**config.mk**
```make
export PLATFORM = sky130hd
export DESIGN_NAME = switch_debounce
export DESIGN_NICKNAME = d
export VERILOG_FILES = /design/src/rtl/switch_debounce_pkg.sv /design/src/rtl/debounce_bit.sv /design/src/rtl/switch_debounce.sv
export SDC_FILE = /design/constraint.sdc
export NUM_CORES = 1
export LEC_CHECK = 0
export CELL_PAD_IN_SITES_DETAIL_PLACEMENT = 1
export CELL_PAD_IN_SITES_GLOBAL_PLACEMENT = 2
export CORE_MARGIN = 1.5
export CORE_UTILIZATION = 40
export DETAILED_ROUTE_END_ITERATION = 12
export PLACE_DENSITY_LB_ADDON = 0.1
export SLEW_MARGIN = 10
export SYNTH_ARGS = -nofsm -noshare
export SYNTH_HDL_FRONTEND = slang
export SYNTH_HIERARCHICAL = 1
export SYNTH_SLANG_ARGS = --single-unit
```
**constraint.sdc**
```tcl
create_clock -name clk -period 1.7 [get_ports clk]
set_input_delay 0.425 -clock clk [delete_from_list [all_inputs] [get_ports clk]]
set_output_delay 0.425 -clock clk [all_outputs]
set_load 0.02 [all_outputs]
```
**src/rtl/switch_debounce_pkg.sv**
```systemverilog
// Shared constants and helpers for the switch debouncer.
package switch_debounce_pkg;

    // 1 ms of stable level at a 50 MHz system clock.
    localparam int unsigned DEBOUNCE_CYCLES_DEFAULT = 50000;

    // Number of switch inputs, matching the downstream PIO in_port.
    localparam int unsigned WIDTH_DEFAULT = 16;

    // Stable-count counter width: ceil(log2(cycles)), never below one bit.
    function automatic int cnt_width(input int unsigned cycles);
        if (cycles < 2) begin
            return 1;
        end
        return $clog2(cycles);
    endfunction

endpackage

```
**src/rtl/debounce_bit.sv**
```systemverilog
// One debounced switch bit: two-flop synchronizer, mismatch counter and
// output flop. update_o is high in the cycle before db_o takes its new value.
module debounce_bit
    import switch_debounce_pkg::*;
#(
    parameter int unsigned DEBOUNCE_CYCLES = DEBOUNCE_CYCLES_DEFAULT
) (
    input  logic clk,
    input  logic reset_n,
    input  logic raw_i,
    output logic db_o,
    output logic update_o
);

    localparam int CNT_W = cnt_width(DEBOUNCE_CYCLES);
    localparam logic [CNT_W-1:0] CNT_MAX = CNT_W'(DEBOUNCE_CYCLES - 1);

    logic             sync1_q;
    logic             sync2_q;
    logic             db_q;
    logic             db_d;
    logic [CNT_W-1:0] cnt_q;
    logic [CNT_W-1:0] cnt_d;
    logic             mismatch;
    logic             done;

    // Two-flop synchronizer bringing the asynchronous pin into the clk domain.
    always_ff @(posedge clk or negedge reset_n) begin
        if (!reset_n) begin
            sync1_q <= 1'b0;
            sync2_q <= 1'b0;
        end else begin
            sync1_q <= raw_i;
            sync2_q <= sync1_q;
        end
    end

    // Count consecutive mismatching samples; accept the new level on the
    // last one. Any matching sample clears the count, so the counter stops
    // at CNT_MAX and never wraps.
    always_comb begin
        mismatch = sync2_q ^ db_q;
        done     = mismatch && (cnt_q == CNT_MAX);
        cnt_d    = '0;
        db_d     = db_q;
        if (done) begin
            db_d = sync2_q;
        end else if (mismatch) begin
            cnt_d = cnt_q + CNT_W'(1);
        end
    end

    // Counter and debounced output state.
    always_ff @(posedge clk or negedge reset_n) begin
        if (!reset_n) begin
            cnt_q <= '0;
            db_q  <= 1'b0;
        end else begin
            cnt_q <= cnt_d;
            db_q  <= db_d;
        end
    end

    assign db_o     = db_q;
    assign update_o = done;

endmodule

```
**src/rtl/switch_debounce.sv**
```systemverilog
// Debouncer for a bank of board switches feeding a PIO in_port. Each bit is
// debounced independently; changed pulses once on any edge that updates
// one or more sw_db bits.
module switch_debounce
    import switch_debounce_pkg::*;
#(
    parameter int unsigned WIDTH           = WIDTH_DEFAULT,
    parameter int unsigned DEBOUNCE_CYCLES = DEBOUNCE_CYCLES_DEFAULT
) (
    input  logic             clk,
    input  logic             reset_n,
    input  logic [WIDTH-1:0] sw_raw,
    output logic [WIDTH-1:0] sw_db,
    output logic             changed
);

    logic [WIDTH-1:0] update;
    logic             changed_q;

    for (genvar i = 0; i < WIDTH; i++) begin : g_bit
        debounce_bit #(
            .DEBOUNCE_CYCLES(DEBOUNCE_CYCLES)
        ) u_bit (
            .clk     (clk),
            .reset_n (reset_n),
            .raw_i   (sw_raw[i]),
            .db_o    (sw_db[i]),
            .update_o(update[i])
        );
    end

    // Register the OR of the per-bit strobes so changed rises on the same
    // edge that loads the new sw_db value.
    always_ff @(posedge clk or negedge reset_n) begin
        if (!reset_n) begin
            changed_q <= 1'b0;
        end else begin
            changed_q <= |update;
        end
    end

    assign changed = changed_q;

endmodule

```
-- After elaboration in Yosys (flattened, before gate mapping)
Cells that the tools add are included.
- $add $sub $neg: 16
- multiplexer cells: 32
- equal/unequal tests: 16
- bitwise logic cells: 16
- reductions and logical operators: 17
- operator list (cell ; count):
    $mux 16 ; 32
    $add 16x1->16 const B ; 16
    $eq 16x16->1 const B ; 16
    $logic_and 1x1->1 ; 16
    $reduce_or 16->1 ; 1
    $xor 1x1->1 ; 16
- bits in registers: 305
- input port bits: 18
- output and inout port bits: 17
- word-level logic and storage cells: 162

-- Depth between registers and ports, before layout
- depth after elaboration: 3
- mapped depth: 7
- gate-level depth less buffers: 6

-- Modules after synthesis
The synthesis kept the hierarchy.
- by module, submodules not included (module ; area each (um^2) ; times used ; cells each ; sequential area each (um^2)):
    debounce_bit ; 973.4 ; 16 ; 89 ; 475.5
    switch_debounce ; 56.3 ; 1 ; 6 ; 25.0

-- Worst setup path after synthesis
No wires, ideal clock.
- path kind: flip-flop to flip-flop
- from: reg g_bit[6].u_bit.cnt_q[0]
- to: reg changed_q (netlist: changed)
- clock period less this slack: 1471 ps
- arrival time: 1331 ps
- setup slack: 229 ps
- stages on the path, launching flop included: 7
- cell sequence: dfrtp_1 ha_1 and4_1 nand4_1 nor2_1 nor4_1 nand4_1
- longest elaborated chain between the ends: 3
- RTL lines (element ; line ; source):
    start: declaration ; debounce_bit.sv:22 ; logic [CNT_W-1:0] cnt_q;
    start signal: assignment ; debounce_bit.sv:59 ; cnt_q <= cnt_d;
    $eq 16x16->1 ; debounce_bit.sv:43 ; done = mismatch && (cnt_q == CNT_MAX);
    $logic_and 1x1->1 ; debounce_bit.sv:43 ;
    via update[6] ; switch_debounce.sv:17 ; logic [WIDTH-1:0] update;
    $reduce_or 16->1 ; switch_debounce.sv:38 ; changed_q <= |update;
    end signal: assignment ; switch_debounce.sv:38 ;
    end: declaration ; switch_debounce.sv:18 ; logic changed_q;
The timed path passes the listed nets, and every way through them passes these cells.
A chain may end at the register's enable or synchronous reset.

-- Worst setup path in the final report
- from: reg g_bit[2].u_bit.cnt_q[0]
- to: reg changed_q (netlist: changed)
- longest elaborated chain between the ends: 3
- RTL lines (element ; line):
    start: declaration ; debounce_bit.sv:22
    start signal: assignment ; debounce_bit.sv:59
    $eq 16x16->1 ; debounce_bit.sv:43
    $logic_and 1x1->1 ; debounce_bit.sv:43
    via update[2] ; switch_debounce.sv:17
    $reduce_or 16->1 ; switch_debounce.sv:38
The timed path passes the listed nets, and every way through them passes these cells.

==> results_dict.tcl <==
set metrics [dict create \
    holdWs_ns 0.328 \
    p_clk_share_pct 49.6 \
    cp-end-kind "flop" \
    critical-path-max-stage-delay_ns 0.41 \
    antenna_found_initial 0 \
    hold_violations 0 \
    yosys_register_bits 305 \
    worstPathArrival_ns 2.05 \
    grt_overflow_total 0 \
    antenna_cells 0 \
    grt_max_degree 53 \
    place_hpwl_mm 23.2 \
    worst_pin_slew_ns 0.359 \
    yosysWarnings 6 \
    start_util_pct 40.4 \
    clock-root-buffer "clkbuf_16" \
    die-height_um 201 \
    internal-power_uw 12800 \
    synth_area_per_cell_um2 10.9 \
    async_flop_share_pct 100 \
    fp.coreArea_um2 38600 \
    skew_ns 0.00858 \
    wl_per_cell_um 15.4 \
    cp_common_cell "nand4_1" \
    synth_largest_area_cell "dfrtp_1" \
    cp.required_ns 2.10 \
    grt_pass1_vias 11500 \
    portBuffers 34 \
    worst_path_max_delay_cell "dfrtp_1" \
    drive_above_1_share_pct 25.1 \
    synth_top_family_by_area "simple AND/OR/NAND/NOR gates" \
    first_iter_violations 363 \
    setup.worst_path.class "reg -> reg" \
    rsz0062_at_grt "yes" \
    crit_family "simple AND/OR/NAND/NOR gates" \
    cts_made_buffers 36 \
    clockBufferDepth 3 \
    fill_cells 4196 \
    synth-seq-area-share_pct 48.8 \
    ant_nets 0 \
    die-width_um 201 \
    clock_sinks 305 \
    synth_most_common_cell "dfrtp_1" \
    critical_path.cell_chain "ha_2 > and4_1 > nand4_1 > nor2_2 > nor4_2 > buf_4 > nand4_1" \
    fin_util_pct 48.4 \
    path_buf_inv 1 \
    fmax_mhz 605 \
    gp_congestion 0.771 \
    switching_share_pct 21.8 \
    synth_simple_gate_area_share_pct 31.4 \
    setup-violations-final 0 \
    slew-limit-headroom_pct 76.0 \
    maxCapViolCount 0 \
    track_usage_pct 17.2 \
    power_frac_seq_pct 45.9 \
    outcome "finished, final reports clean" \
    switchingPower_uw 3570 \
    synth_compound_area_share_pct 0 \
    synthXorXnorAreaFrac_pct 13.4 \
    synth-main-ff-cell "dfrtp_1" \
    drt-total-wl_mm 33.0 \
    synthTopCellsByCount "dfrtp_1, nor2_1, xnor2_1" \
    synth-edff-count 0 \
    fin_crit_sh_pct 97.2 \
    min_period_ns 1.65 \
    crit_fanout 4 \
    num_rows 72 \
    synth_cells 1430 \
    design.final.nets 1632 \
    avgViaCountPerCell 5.02 \
    ir_worst_vdd_v 0.000588 \
    synthAdderAreaFrac_pct 1.28 \
    synth_top_area_share_pct 48.8 \
    startpoint_type "flop" \
    die-area_um2 40300 \
    areaGrowthSynthToFinish_pct 19.6 \
    drt-pass1-iter-count 4 \
    yosysUniqueCellTypes 21 \
    cts_tree "built" \
    p_comb_share_pct 4.5 \
    tns_ns 0 \
    vias 10700 \
    drv_slew 0 \
    synthTopCellsByArea "dfrtp_1, xnor2_1, nor2_1" \
    syn-num-nets 1464 \
    syn_area_um2 15600 \
    clk-insertion-delay-late_ns 0.53 \
    leakagePower_uw 0.00767 \
    hold_path_class "in -> reg" \
    ios 35 \
    clk_pin_slew_worst_paths_ns 0.06 \
    grt_pass1_wl_mm 57.4 \
    drc 0 \
    synthMuxAreaShare_pct 1.15 \
    htreeDepth 2 \
    power.density_nw_per_um2 876 \
]
-- flip-flops by register name, indices dropped and copies added, names as in the netlist --
| register | count |
|---|---|
| changed | 1 |
| g_bit.u_bit/cnt_q | 256 |
| g_bit.u_bit/db_o | 16 |
| g_bit.u_bit/sync1_q | 16 |
| g_bit.u_bit/sync2_q | 16 |
-- power by group through the flow --
stage	Combinational, uW	Sequential (uW)	Clock, uW
5_1_grt	848	7530	8730
2_1_floorplan	337	7640	0
4_1_cts	727	7520	8450
6_report	742	7520	8120
3_3_place_gp	704	7640	0
3_5_place_dp	723	7650	0
-- per-stage QoR --
stage	setup WS, ns	area [um^2]	cells	total power (uW)
final	0.0480	18700	2141	16400
after global routing	-0.0521	18700	2141	17100
after CTS	0.00440	18600	2128	16700
after detailed placement	-0.0400	17300	2063	8370
after global placement	0.0414	17300	2063	8340
after floorplan	0.229	15600	1430	7970
-- placed cells by master, fill, tap and decap left out, types with 11 or more instances in the layout --
master	Yosys	routed
clkbuf_8	0	12
nor3_1	64	64
xnor2_1	224	224
nor2_1	288	285
and4_1	16	15
nand4_4	16	16
nand3_1	80	80
nand4_2	32	32
inv_1	64	64
clkdlybuf4s50_1	0	16
nor2_2	32	35
nand2b_1	16	16
clkbuf_16	0	37
and3b_1	16	16
nand2_1	48	48
nor4b_2	32	32
buf_12	0	15
mux2_2	16	16
buf_4	0	112
nor4_2	64	67
dfrtp_1	305	305
nand4_1	49	49
xor2_1	16	16
ha_1	16	11
-- layout make-up --
| cell class | instances | area (um^2) | area share [%] |
|---|---|---|---|
| flip-flops and latches | 305 | 7630 | 40.8 |
| multi-input cells | 1029 | 7450 | 39.8 |
| inverters | 64 | 240 | 1.28 |
| clock inverters | 10 | 155 | 0.830 |
| clock buffers | 53 | 1110 | 5.92 |
| well taps | 518 | 648 | 3.47 |
| repair buffers | 162 | 1470 | 7.84 |
-- metal layers --
| layer | track usage, % | vias to the layer above | share of wire, % |
|---|---|---|---|
| met5 | 0 | - | 0 |
| met4 | 4.62 | 0 | 2.1 |
| met3 | 3.38 | 50 | 2.7 |
| met2 | 28.6 | 72 | 48 |
| met1 | 22.9 | 5396 | 47 |
| li1 | - | 5225 | - |
-- cells by family after synthesis --
group	count (synthesis)
buffers and inverters	96
adder cells (fa/ha/maj)	16
AND/OR/NAND/NOR	757
multiplexers	16
flip-flops	305
XOR/XNOR	240
-- repair_timing --
item | in CTS | in global routing
hold buffers | 1 | 0
hold endpoints to repair | 21 | 0
pin swaps | 1 | 9
endpoints found under the setup margin | 18 | 10
resized for setup | 50 | 17
buffers inserted | 1 | 13
-- path summary, 6_finish.rpt --
check / from / endpoint / slack [ns] / cells past startpoint
min in group asynchronous: reset_n / g_bit[1].u_bit/cnt_q[12]$_DFF_PN0_ / 0.38 / 2
worst min register to register: g_bit[15].u_bit/sync1_q$_DFF_PN0_ / g_bit[15].u_bit/sync2_q$_DFF_PN0_ / 0.34 / 0
worst max register to register: g_bit[2].u_bit/cnt_q[0]$_DFF_PN0_ / changed$_DFF_PN0_ / 0.05 / 7
max in group asynchronous: reset_n / g_bit[11].u_bit/cnt_q[7]$_DFF_PN0_ / 0.71 / 3
worst max-delay path: g_bit[2].u_bit/cnt_q[0]$_DFF_PN0_ / changed$_DFF_PN0_ / 0.05 / 7
worst min-delay path: sw_raw[3] / g_bit[3].u_bit/sync1_q$_DFF_PN0_ / 0.33 / 1
(Power assumes the default switching activity.)
